`config.mk`:
```
export PLATFORM = sky130hd
export DESIGN_NAME = multicycle_control
export DESIGN_NICKNAME = d
export VERILOG_FILES = /design/src/rtl/multicycle_control.sv
export SDC_FILE = /design/constraint.sdc
export NUM_CORES = 1
export LEC_CHECK = 0
export ABC_AREA = 1
export BUFFER_PORTS_ARGS = -buffer_cell sky130_fd_sc_hd__buf_2
export CORE_AREA = 2 2 39 41
export CTS_BUF_LIST = sky130_fd_sc_hd__clkbuf_4
export DETAILED_ROUTE_END_ITERATION = 6
export DIE_AREA = 0 0 41 43
export PLACE_DENSITY_LB_ADDON = 0.2
export SYNTH_ARGS = -nofsm -noshare
export SYNTH_HDL_FRONTEND = slang
export SYNTH_SLANG_ARGS = --single-unit
```
`constraint.sdc`:
```
create_clock -name clk -period 1.15 [get_ports clk]
set_input_delay 0.23 -clock clk [delete_from_list [all_inputs] [get_ports clk]]
set_output_delay 0.23 -clock clk [all_outputs]
set_load 0.01 [all_outputs]
```
`src/rtl/multicycle_control.sv`:
```
// rtl/multicycle_control.sv - multi-cycle MIPS control FSM with memory wait states
// Moore sequencer; IRWrite/PCWrite in FETCH additionally wait on MemReady.
module multicycle_control (
   input  logic       clk,
   input  logic       rst_n,
   input  logic [5:0] Op,
   input  logic       Zero,
   input  logic       MemReady,
   output logic       PCWrite,
   output logic       PCWriteCond,
   output logic       PCSource,
   output logic       IorD,
   output logic       MemRead,
   output logic       MemWrite,
   output logic       IRWrite,
   output logic       RegDst,
   output logic       RegWr,
   output logic       MemToReg,
   output logic       AluSrcA,
   output logic [1:0] AluSrcB,
   output logic [2:0] Aluop,
   output logic       Illegal,
   output logic [3:0] State
);

   typedef enum logic [3:0] {
      FETCH   = 4'd0,
      DECODE  = 4'd1,
      MEMADR  = 4'd2,
      MEMRD   = 4'd3,
      MEMWB   = 4'd4,
      MEMWR   = 4'd5,
      EXEC    = 4'd6,
      RWB     = 4'd7,
      IEXEC   = 4'd8,
      IWB     = 4'd9,
      BRANCH  = 4'd10,
      ILLEGAL = 4'd11
   } state_t;

   localparam logic [5:0] OP_RTYPE = 6'b000000;
   localparam logic [5:0] OP_LW    = 6'b100011;
   localparam logic [5:0] OP_SW    = 6'b101011;
   localparam logic [5:0] OP_ADDI  = 6'b001000;
   localparam logic [5:0] OP_ANDI  = 6'b001100;
   localparam logic [5:0] OP_BEQ   = 6'b000100;

   state_t state;
   state_t nextState;

   logic       pcWriteC;
   logic       pcWriteCondC;
   logic       pcSourceC;
   logic       iorDC;
   logic       memReadC;
   logic       memWriteC;
   logic       irWriteC;
   logic       regDstC;
   logic       regWrC;
   logic       memToRegC;
   logic       aluSrcAC;
   logic [1:0] aluSrcBC;
   logic [2:0] aluopC;
   logic       illegalC;

   // The Zero qualification of PCWriteCond happens in the datapath, not here.
   logic unusedZero;
   assign unusedZero = Zero;

   always_ff @(posedge clk or negedge rst_n) begin
      if (!rst_n) begin
         state <= FETCH;
      end else begin
         state <= nextState;
      end
   end

   always_comb begin
      nextState    = FETCH;
      pcWriteC     = 1'b0;
      pcWriteCondC = 1'b0;
      pcSourceC    = 1'b0;
      iorDC        = 1'b0;
      memReadC     = 1'b0;
      memWriteC    = 1'b0;
      irWriteC     = 1'b0;
      regDstC      = 1'b0;
      regWrC       = 1'b0;
      memToRegC    = 1'b0;
      aluSrcAC     = 1'b0;
      aluSrcBC     = 2'b00;
      aluopC       = 3'b000;
      illegalC     = 1'b0;

      case (state)
         FETCH: begin
            memReadC = 1'b1;
            aluSrcBC = 2'b01;
            aluopC   = 3'b001;
            irWriteC = MemReady;
            pcWriteC = MemReady;
            nextState = MemReady ? DECODE : FETCH;
         end
         DECODE: begin
            // Branch target PC + (imm<<2) is computed speculatively here.
            aluSrcBC = 2'b11;
            aluopC   = 3'b001;
            case (Op)
               OP_RTYPE:        nextState = EXEC;
               OP_LW, OP_SW:    nextState = MEMADR;
               OP_ADDI, OP_ANDI: nextState = IEXEC;
               OP_BEQ:          nextState = BRANCH;
               default:         nextState = ILLEGAL;
            endcase
         end
         MEMADR: begin
            aluSrcAC  = 1'b1;
            aluSrcBC  = 2'b10;
            aluopC    = 3'b001;
            nextState = (Op == OP_LW) ? MEMRD : MEMWR;
         end
         MEMRD: begin
            memReadC  = 1'b1;
            iorDC     = 1'b1;
            nextState = MemReady ? MEMWB : MEMRD;
         end
         MEMWB: begin
            regWrC    = 1'b1;
            memToRegC = 1'b1;
            nextState = FETCH;
         end
         MEMWR: begin
            memWriteC = 1'b1;
            iorDC     = 1'b1;
            nextState = MemReady ? FETCH : MEMWR;
         end
         EXEC: begin
            aluSrcAC  = 1'b1;
            nextState = RWB;
         end
         RWB: begin
            regWrC    = 1'b1;
            regDstC   = 1'b1;
            nextState = FETCH;
         end
         IEXEC: begin
            aluSrcAC  = 1'b1;
            aluSrcBC  = 2'b10;
            aluopC    = (Op == OP_ANDI) ? 3'b011 : 3'b010;
            nextState = IWB;
         end
         IWB: begin
            regWrC    = 1'b1;
            nextState = FETCH;
         end
         BRANCH: begin
            aluSrcAC     = 1'b1;
            aluopC       = 3'b100;
            pcWriteCondC = 1'b1;
            pcSourceC    = 1'b1;
            nextState    = FETCH;
         end
         ILLEGAL: begin
            // PC was already bumped in FETCH, so this retires as a NOP.
            illegalC  = 1'b1;
            nextState = FETCH;
         end
         default: begin
            nextState = FETCH;
         end
      endcase
   end

   // Reset gates every strobe so nothing fires while the state sits in FETCH.
   assign PCWrite     = rst_n & pcWriteC;
   assign PCWriteCond = rst_n & pcWriteCondC;
   assign PCSource    = rst_n & pcSourceC;
   assign IorD        = rst_n & iorDC;
   assign MemRead     = rst_n & memReadC;
   assign MemWrite    = rst_n & memWriteC;
   assign IRWrite     = rst_n & irWriteC;
   assign RegDst      = rst_n & regDstC;
   assign RegWr       = rst_n & regWrC;
   assign MemToReg    = rst_n & memToRegC;
   assign AluSrcA     = rst_n & aluSrcAC;
   assign AluSrcB     = rst_n ? aluSrcBC : 2'b00;
   assign Aluop       = rst_n ? aluopC : 3'b000;
   assign Illegal     = rst_n & illegalC;
   assign State       = state;

endmodule

```
==> results summary, run 1 <==
The share of async-settable or async-resettable flops after synthesis came out at between 90% and 100%. Together, buffers and inverters on the worst path number 3. The number of fillers in the final layout came out at about 120.

The initial utilization of the core area, before any placement, comes to a little over a third. The average via count per standard cell is 4.794. The number of max-slew violations in the final report was 0. Clock latency on the worst-skew pair, taken at its later pin, is ~0.24 ns. The iteration count of the initial detailed-routing pass is 4. The number of antenna violations at the first check in global routing came out at 0. Global routing used 22.36% of the available tracks across all layers. The area of the core is roughly 0.0014 sq mm. Setup repair after global routing could not meet its margin everywhere. The TritonCTS buffer count is 3. The die is a little over 40 um wide. The most instantiated flip-flop cell in the synthesis netlist is dfrtp_1. The maximum root-to-sink buffer count came out at 2. In this run, synthesis inferred 0 flip-flops with an integrated enable. The setup TNS after final layout is -6.854 ns. The utilization of the core after routing is between 70% and 80%. The most used standard cell by instance count after synthesis is nand2_1. The number of diodes came out at 0.

The number of nets in the layout came out at approximately 160. The number of buffers added on ports is 29. Synthesis handed over a netlist of 90 instances. The standard cell area after detailed placement came out at ~810 sq um.

The flip-flop count of the largest register, all copies and words added is 4. Yosys attributes the largest share of cell area to dfrtp_1 (21%), nand2_1 (19%), nor2_1 (15%), inv_1 (11%), nand3_1 (10%). The number of global-route vias before repair came out at 646. Including well taps, the total number of placed cells is 149. The die covers about 0.0018 sq mm.

In this run the biggest area consumer among cell types represents approximately a fifth of the synthesized area. The worst hold path terminates at State[1]. Subtracting the final worst setup slack from the clock period gives approximately 1.6 ns. The hold violation total from the final report came to 0.

The total congestion overflow after global routing is 0. For this run, design rule violations remaining after detail routing come to 0. On the critical path, the stage with the largest delay is an instance of dfrtp_2. When the netlist entered floorplanning its net count stood at 100.

The worst hold path belongs to the class input port to flip-flop. The clock sink count is 4. The worst hold path passes through 4 cells. The mean area per synthesized cell came out at roughly 5.4 sq um. The length in cells of the worst reg-to-reg path came out at 7. Max-cap violations in this run came to 0.

TritonCTS built the clock tree. The count of nets left with antenna violations once routing finished came out at 0. The peak supply drop is about 0.0012 V. Clock tree synthesis selected as its root buffer the cell clkbuf_4.

In the final routed layout, each cell accounts on average for between 10 and 15 um. The final wirelength is 1728 um. The routability-driven placement congestion ratio is about 0.75.

The checks that failed: setup timing. The setup path with the least slack is of type flip-flop to output port. The biggest area contributor in the post-synthesis netlist is dfrtp_1.

The worst-case headroom to the max-slew limit is roughly 79%. The slack of the critical path came out at -0.4376 ns. The register-to-register path setup slack is -0.11 ns. The critical path's top delay family is flip-flops.

The critical path data arrival time is about 1.4 ns. The total power divided by cell area is between 2000 and 2500 mW/mm^2. The flow ran to the end, but the final reports show violations. The die is 43 um tall. The longest individual stage delay on the worst path came out at 0.44 ns.

The final worst-path cycle share came out at 138.1%. The launching element type of the critical path is a flip-flop. Along the worst path, the maximum fanout reaches 5. The initial DRC count is 20.

The startpoint of the most critical hold path is Op[3]. The via count is 767. The clock skew after layout came out at between 0.0003 and 0.0004 ns.

The pin count of the biggest net entering global routing came out at 9. The count of final setup violators is 22. The design area is about 970 sq um. During synthesis, Yosys emitted a total of 0 warnings.

The detailed placer's ending HPWL came out at 1185 um. The final standard cell count with taps included and fillers excluded is between 150 and 200. The post-route worst hold slack came out at a little over 0.3 ns.

The transition time at the pin with the least slew margin came out at 0.3204 ns. Of the cells placed in the final design, the portion with a size suffix greater than 1 is 59.72%. The total leakage power came out at between 0.5 and 0.6 nW.

The distinct cell type count after synthesis came out at 16. The worst setup timing slack at the placement stage is -0.2128 ns. Ranked by instance count, the synthesized netlist is headed by nand2_1 (25), nor2_1 (19), inv_1 (14). Derived from the worst setup path, the maximum achievable clock frequency is around 630 MHz. The number of flip-flops and latches in the synthesized netlist is 4. In this run the count of I/O pins placed on the die edge is 31. Walking the worst path, the cells encountered are inv_2 -> nor2_4 -> and2_4 -> o21ai_1 -> inv_1 -> buf_2. The launch instance of the worst register-to-register path is State[3].

The data required time of the critical path is approximately 0.92 ns. STA classifies the critical path endpoint as an output port. The clock-pin slew on the worst setup and hold paths came out at 0.03 ns. The row count came out at 14. The portion of the post-synthesis area used by sequential elements is approximately 21%. In this run the critical register-to-register path is captured at State[1].

The layout overhead on the synthesized area is 101.6%. Power comes to around 2.2 mW. The first global-routing pass estimated between 2000 and 3000 um of wire. The CTS H-tree depth came out at 1.

The synthesized netlist occupies a cell area of about 480 sq um.
-- logic make-up after synthesis --
kind of cell    after synthesis  synth area share, %
flops                         4                20.73
compound gates                5                6.994
buf+inv                      17                14.77
simple gates                 64                57.52
-- worst max-delay path by stage --
stage / start / to / slack, ns / depth (start not counted)
after floorplan: State[3] / PCWrite / -0.12 / 4
after detailed placement: State[3] / AluSrcA / -0.21 / 6
after CTS: State[2] / AluSrcA / -0.41 / 6
after global placement: State[3] / AluSrcA / -0.19 / 7
final: State[0] / AluSrcB[1] / -0.44 / 6
after global routing: State[1] / AluSrcA / -0.55 / 7
-- cells in the final DEF, fill, tap and decap left out --
master	Yosys	final
a21oi_2	0	1
a31oi_1	1	1
and2_4	1	1
buf_2	0	27
buf_4	2	17
buf_6	0	7
clkbuf_4	0	3
dfrtp_2	0	4
dlygate4sd3_1	0	2
inv_1	14	10
inv_2	1	5
nand2_1	25	18
nand2_2	0	7
nand3_1	10	8
nand3_2	0	2
nand4_1	1	1
nor2_1	19	16
nor2_2	6	1
nor2_4	0	8
nor3_1	2	1
nor3_4	0	1
o21ai_1	0	1
o21bai_2	1	1
o22ai_2	0	1
-- worst reg2reg max path: cells and delay by family, from the launching register on --
family	cells	cell delay, ns
buffers and inverters	2	0.26
DFF	1	0.44
and+or+nand+nor	5	0.51
-- report_power, final --
part	total (mW)	switching, mW	internal (mW)
Sequential	0.381	0.157	0.224
Clock	0.171	0.0542	0.116
Combinational	1.68	0.872	0.807
-- cell type report --
type / count / area [sq um] / share of cell area [%]
Clock buffer: 3 / 22.52 / 2.314
Inverter: 15 / 56.30 / 5.784
Multi-Input combinational cell: 69 / 407.9 / 41.90
Sequential cell: 4 / 105.1 / 10.80
Tap cell: 16 / 20.02 / 2.057
Timing Repair Buffer: 53 / 361.6 / 37.15
-- per-layer routing --
layer | vias up | global-route usage, % | wire, um
met2 | 30 | 37.81 | 920
met5 | - | 0 | 0
met1 | 343 | 25.00 | 672
li1 | 388 | - | -
met4 | 0 | 14.00 | 41
met3 | 6 | 1.571 | 93
-- timing repair --
item / in CTS / in global routing
cloned: 0 / 0
resized for setup: 15 / 11
buffers inserted: 4 / 4
endpoints found under the setup margin: 20 / 22
hold endpoints to repair: 2 / 0
pin swaps: 5 / 13
hold buffers: 2 / 0
Note: power is estimated with default switching activity, not from simulation.
==> run 2, diff against run 1 <==
Settings changed: CTS_CLUSTER_DIAMETER set to 200, REMOVE_ABC_BUFFERS set to 1, SETUP_SLACK_MARGIN set to 0.1.
==> results summary, run 2 (synthesis results as in run 1) <==
The max-capacitance violation count is 0. The routability-driven placement congestion ratio is ~0.84. The worst-case headroom to the max-slew limit came out at between 80% and 90%. The global-route wire length before repair is roughly 2300 um. STA classifies the critical path startpoint as a flip-flop. After detailed routing, the number of remaining DRC violations is 0. The hold violation total from the final report was 0.

Entering global routing, the biggest net connects 9 pins. The total leakage power came out at ~0.56 nW. The x dimension of the die is a little over 40 um. Power spread over the standard cell area amounts to 2479 mW/mm^2.

The number of global-route vias before repair is roughly 600. The initial utilization of the core area, before any placement, comes to a little over a third. The upper clock frequency limit came out at ~630 MHz. The design area is approximately 960 sq um. The critical path is of the flip-flop to output port type. The detailed placer's ending HPWL came out at about 1200 um. Clock-pin slew was measured on the worst setup and hold paths at ~0.040 ns.

The critical path data arrival time is ~1.4 ns. The number of buffers added on ports came out at 29. In this run, CTS created clock tree buffers numbering 3. Summed over all layers, the routed wires come to between 1500 and 2000 um. The fraction of layout cells with a size suffix above 1 is 59.44%. The average via count per standard cell came out at 4.711. Between clock sinks in the finished design, the worst skew comes to 0.005059 ns.

Setup repair after global routing could not meet its margin everywhere. The tree is rooted in a clkbuf_4. The total I/O pin count came out at 31. The clock sink count came out at 4. The library cells used most frequently in the layout, excluding fill and tap cells, are buf_2 (26), nor2_1 (18), buf_4 (18), nand2_1 (17), inv_1 (11).

The final worst-path cycle share came out at 138.9%. The number of max-slew violations in the final report was 0. The overall global routing resource usage came out at about a fifth. Leaving out fill and tap cells, the most frequent cell in the layout is buf_2. The average routed wire per standard cell is about 11 um. The peak fanout along the critical path is 4. After the last flow step, the layout net total stands at 155. The final antenna-violating net count is 0. The initial DRC count is 22.

The transition time at the pin with the least slew margin came out at 0.2638 ns. IR analysis of the VDD net gives a maximum drop of about 0.0012 V. For the worst-skew pair, the clock arrives at the later sink with an insertion delay of between 0.2 and 0.25 ns. TritonCTS built the clock tree.

The floorplan step defined a core boundary enclosing about 0.0014 sq mm. The layout overhead on the synthesized area is 98.45%. In the final timing run, aggregate negative setup slack is -6.810 ns. The final reports fail on setup timing. The count of final setup violators is 22. Global routing consumed, on the met3 layer, under 10% of the routing resources. The standard cell area after detailed placement is roughly 760 sq um. Once layout is complete, the utilization of the core stands at between 60% and 70%. The number of diodes is 0. The via count is 749. The iteration count of the initial detailed-routing pass came out at 4. The total congestion overflow after global routing is 0. The CTS H-tree depth is 1. The fraction of met2 tracks used by global routing is roughly 33%. The register with the most flip-flops in the layout has 4 of them. The maximum root-to-sink buffer count came out at 2.

The worst setup path is captured at an output port. The number of antenna violations at the first check in global routing came out at 0. Setup slack on the critical path of the routed design comes to -0.4472 ns. The fraction of met1 tracks used by global routing came out at 20.59%. The flow ran to the end, but the final reports show violations. The full die area is between 0.0015 and 0.002 sq mm.

In this run the most used layer during global routing was met2. The smallest clock period supported by the final layout is computed as between 1.5 and 2 ns. The row count is 14. The floorplan step set the die height to 43 um.

At the worst endpoint, the required time is between 0.9 and 1 ns. The path category of the worst min-delay check is input port to flip-flop.
run 2: changes by cell type in the layout (fill, tap and decap cells not counted), sizes merged:
cell / change
dlygate4sd3: -1
run 2: cell type report:
type                    count  area [sq um]
clock buffers               3         22.52
fillers                   107         425.4
inverters                  15         58.81
multi-input cells          69         397.9
flip-flops and latches      4         105.1
well taps                  16         20.02
repair buffers             52         354.1
run 2: through the flow:
stage / worst slack [ns] / cells / power [mW] / hold WS [ns]
2_1_floorplan: -0.2996 / 88 / 0.9612 / -0.06559
3_3_place_gp: -0.2529 / 150 / 1.591 / 0.1986
3_5_place_dp: -0.2443 / 150 / 1.598 / 0.2017
4_1_cts: -0.4021 / 156 / 2.079 / 0.2986
5_1_grt: -0.5230 / 159 / 2.546 / 0.3448
6_report: -0.4472 / 159 / 2.376 / 0.3151
run 2: final timing paths:
kind	start	endpoint	slack, ns	cells after the start
setup / recovery	State[3]	AluSrcA	-0.45	6
hold reg to reg	State[2]	State[3]	0.77	4
setup reg to reg	State[0]	State[0]	-0.18	8
max in group asynchronous	rst_n	State[3]	0.48	3
min in group asynchronous	rst_n	State[0]	0.55	3
hold / removal	Op[3]	State[1]	0.32	4
run 2: critical path, stage by stage, from the launching register on:
cell      delay, ns
dfrtp_2        0.43
inv_2          0.06
nor2_4         0.16
nand2_1        0.11
nor2_1         0.11
o21bai_2       0.12
buf_2          0.14
run 2: metal layers:
metal / wire length, um / share of wire [%] / vias up
met2: 940 / 52 / 37
li1: - / - / 384
met4: 48 / 2.7 / 0
met1: 662 / 37 / 322
met5: 0 / 0 / -
met3: 140 / 7.8 / 6
run 2: power by group:
group          internal [mW]  switching [mW]  total, mW  leakage, nW
Sequential             0.224           0.160      0.384       0.0457
Combinational          0.911           0.910       1.82        0.498
Clock                  0.117          0.0552      0.172       0.0138
Total                   1.25            1.12       2.38        0.558
run 2: repair_timing:
action                                  CTS  global route
setup buffers                             3             3
hold buffers                              1             0
endpoints found under the hold margin     4             0
gates resized for setup                  22            16
endpoints found under the setup margin   23            25
pin swaps                                 6            10
cloned                                    0             0
==> run 3, diff against run 2 <==
--- a/constraint.sdc
+++ b/constraint.sdc
@@ -3,2 +3,2 @@
 set_output_delay 0.23 -clock clk [all_outputs]
-set_load 0.01 [all_outputs]
+set_load 0.005 [all_outputs]
==> results summary, run 3 (synthesis results as in run 1) <==
The setup TNS after final layout came out at -6.535 ns. The run finished, with violations left. The pin count of the biggest net entering global routing came out at 9. The peak supply drop is between 0.001 and 0.0015 V. For the pin with the worst max-slew slack, the measured transition is around 0.25 ns. The total I/O pin count came out at 31. The design area came out at about 970 sq um.

The number of placed instances, taps included, is ~150. The register-to-register path setup slack is -0.22 ns. Clock skew on the completed layout was measured at 0.005093 ns. The pre-antenna-repair detailed-routing pass consisted of 4 iterations. The layout overhead on the synthesized area came out at 101.8%.

The clock-pin slew on the worst setup and hold paths came out at about 0.040 ns. The hold violation total from the final report came to 0. The worst setup timing slack at the placement stage is -0.2395 ns. The flip-flop count of the largest register, all copies and words added came out at 4. After detailed placement, the total cell area comes to ~750 sq um. The number of global-route vias before repair came out at approximately 580. Setup repair after global routing could not meet its margin everywhere. The row count is 14. The total leakage power came out at approximately 0.56 nW. The maximum root-to-sink buffer count is 2.

The number of antenna violations at the first check in global routing is 0. The tightest hold path in the finished design has a slack of between 0.3 and 0.4 ns. The max-capacitance violation count came out at 0. The average via count per standard cell came out at roughly 4.7. The number of antenna diodes in the final layout is 0. The data required time of the critical path came out at just over 0.9 ns. The total power divided by cell area is between 2000 and 2500 mW/mm^2. The final worst-path cycle share came out at 139.4%. The number of nets in the layout came out at 158. The time the final worst path needs with I/O delays and setup is between 1.5 and 2 ns. The full die area is ~0.0018 sq mm. The setup path with the least slack is of type flip-flop to output port. The launching element type of the critical path is a flip-flop. The upper clock frequency limit came out at approximately 620 MHz.

In the layout the commonest cells are buf_2 (27), buf_4 (21), nand2_1 (18), nor2_1 (13), inv_1 (10). The clock sink count is 4. The area of the core is around 0.0014 sq mm. The total congestion overflow after global routing is 0. Leaving out fill and tap cells, the most frequent cell in the layout is buf_2. The average routed wire per standard cell came out at between 10 and 15 um. TritonCTS built the clock tree. The number of buffers added on ports is 29. The TritonCTS buffer count came out at 3. Once the floorplan was initialized, standard cells occupied 34.90% of the core. In this run the horizontal extent of the chip is a little over 40 um.

The peak fanout along the critical path is 5. The worst-case headroom to the max-slew limit is between 80% and 90%. The global-route wire length before repair came out at roughly 2300 um.

The initial DRC count came out at 13. The number of max-slew violations in the final report was 0. The die boundary height came out at roughly 43 um. The congestion estimate from routability-driven global placement came to around 0.84. The final reports fail on setup timing.

The final antenna-violating net count is 0. The final standard cell count with taps included and fillers excluded is 162. The CTS H-tree depth came out at 1.

The worst setup path is captured at an output port. The final wirelength is about 1900 um. The final route contains about 760 vias. The slack of the critical path is -0.4531 ns. The fraction of layout cells with a size suffix above 1 is roughly 62%. The detailed placer's ending HPWL is roughly 1200 um. The critical path data arrival time is 1.37 ns.

The overall global routing resource usage came out at 19.58%. The path category of the worst min-delay check is input port to flip-flop. The count of final setup violators is 22.

For this run, design rule violations remaining after detail routing come to 0. The cell at the root of the clock tree is clkbuf_4. The insertion delay of the later-clocked pin in the worst-skew pair came out at approximately 0.25 ns.
[run 3: cell types whose count changed in the layout (fill, tap and decap cells not counted), sizes merged]
cell and change:
buf +3
[run 3: timing repair]
item / CTS / global route
pin swaps: 3 / 14
endpoints found under the setup margin: 23 / 25
gates cloned: 0 / 0
buffers inserted: 4 / 5
gates resized for setup: 24 / 15
endpoints found under the hold margin: 4 / 0
hold buffers: 1 / 0
[run 3: worst paths after layout]
path	from	end	cells past startpoint
setup / recovery	State[0]	AluSrcB[1]	6
hold / removal	Op[3]	State[1]	4
min in group asynchronous	rst_n	State[0]	3
hold reg to reg	State[0]	State[2]	4
setup reg to reg	State[3]	State[2]	8
max in group asynchronous	rst_n	State[2]	3
[run 3: per-layer routing]
layer  global-route usage, %  routed length (um)  share of wire [%]
met5                       0                   0                  0
met4                   4.000                  23                1.2
met3                   6.283                 129                6.9
met2                   31.87                 944                 50
met1                   24.18                 777                 41
[run 3: worst max-delay path, cell delays in order, from the launching register on]
cell	delay, ns
dfrtp_2	0.46
inv_2	0.10
nor2_4	0.06
and2_4	0.17
o21ai_1	0.17
inv_1	0.05
buf_2	0.12
[run 3: power by group]
group          switching [mW]  internal (mW)  leakage (nW)
combinational           0.820          0.921         0.503
clock                  0.0657          0.117        0.0138
sequential              0.161          0.224        0.0457
total                    1.05           1.26         0.563
[run 3: final cells by class]
class | count | area [sq um]
Sequential cell | 4 | 105.1
Tap cell | 16 | 20.02
Timing Repair Buffer | 55 | 370.4
Clock buffer | 3 | 22.52
Multi-Input combinational cell | 69 | 400.4
Fill cell | 111 | 409.1
Inverter | 15 | 56.30
[run 3: per-stage QoR]
stage          power, mW  util, %
2_1_floorplan     0.8850        -
3_3_place_gp       1.494    54.43
3_5_place_dp       1.499    54.43
4_1_cts            2.019    63.74
5_1_grt            2.479    70.43
6_report           2.309    70.43
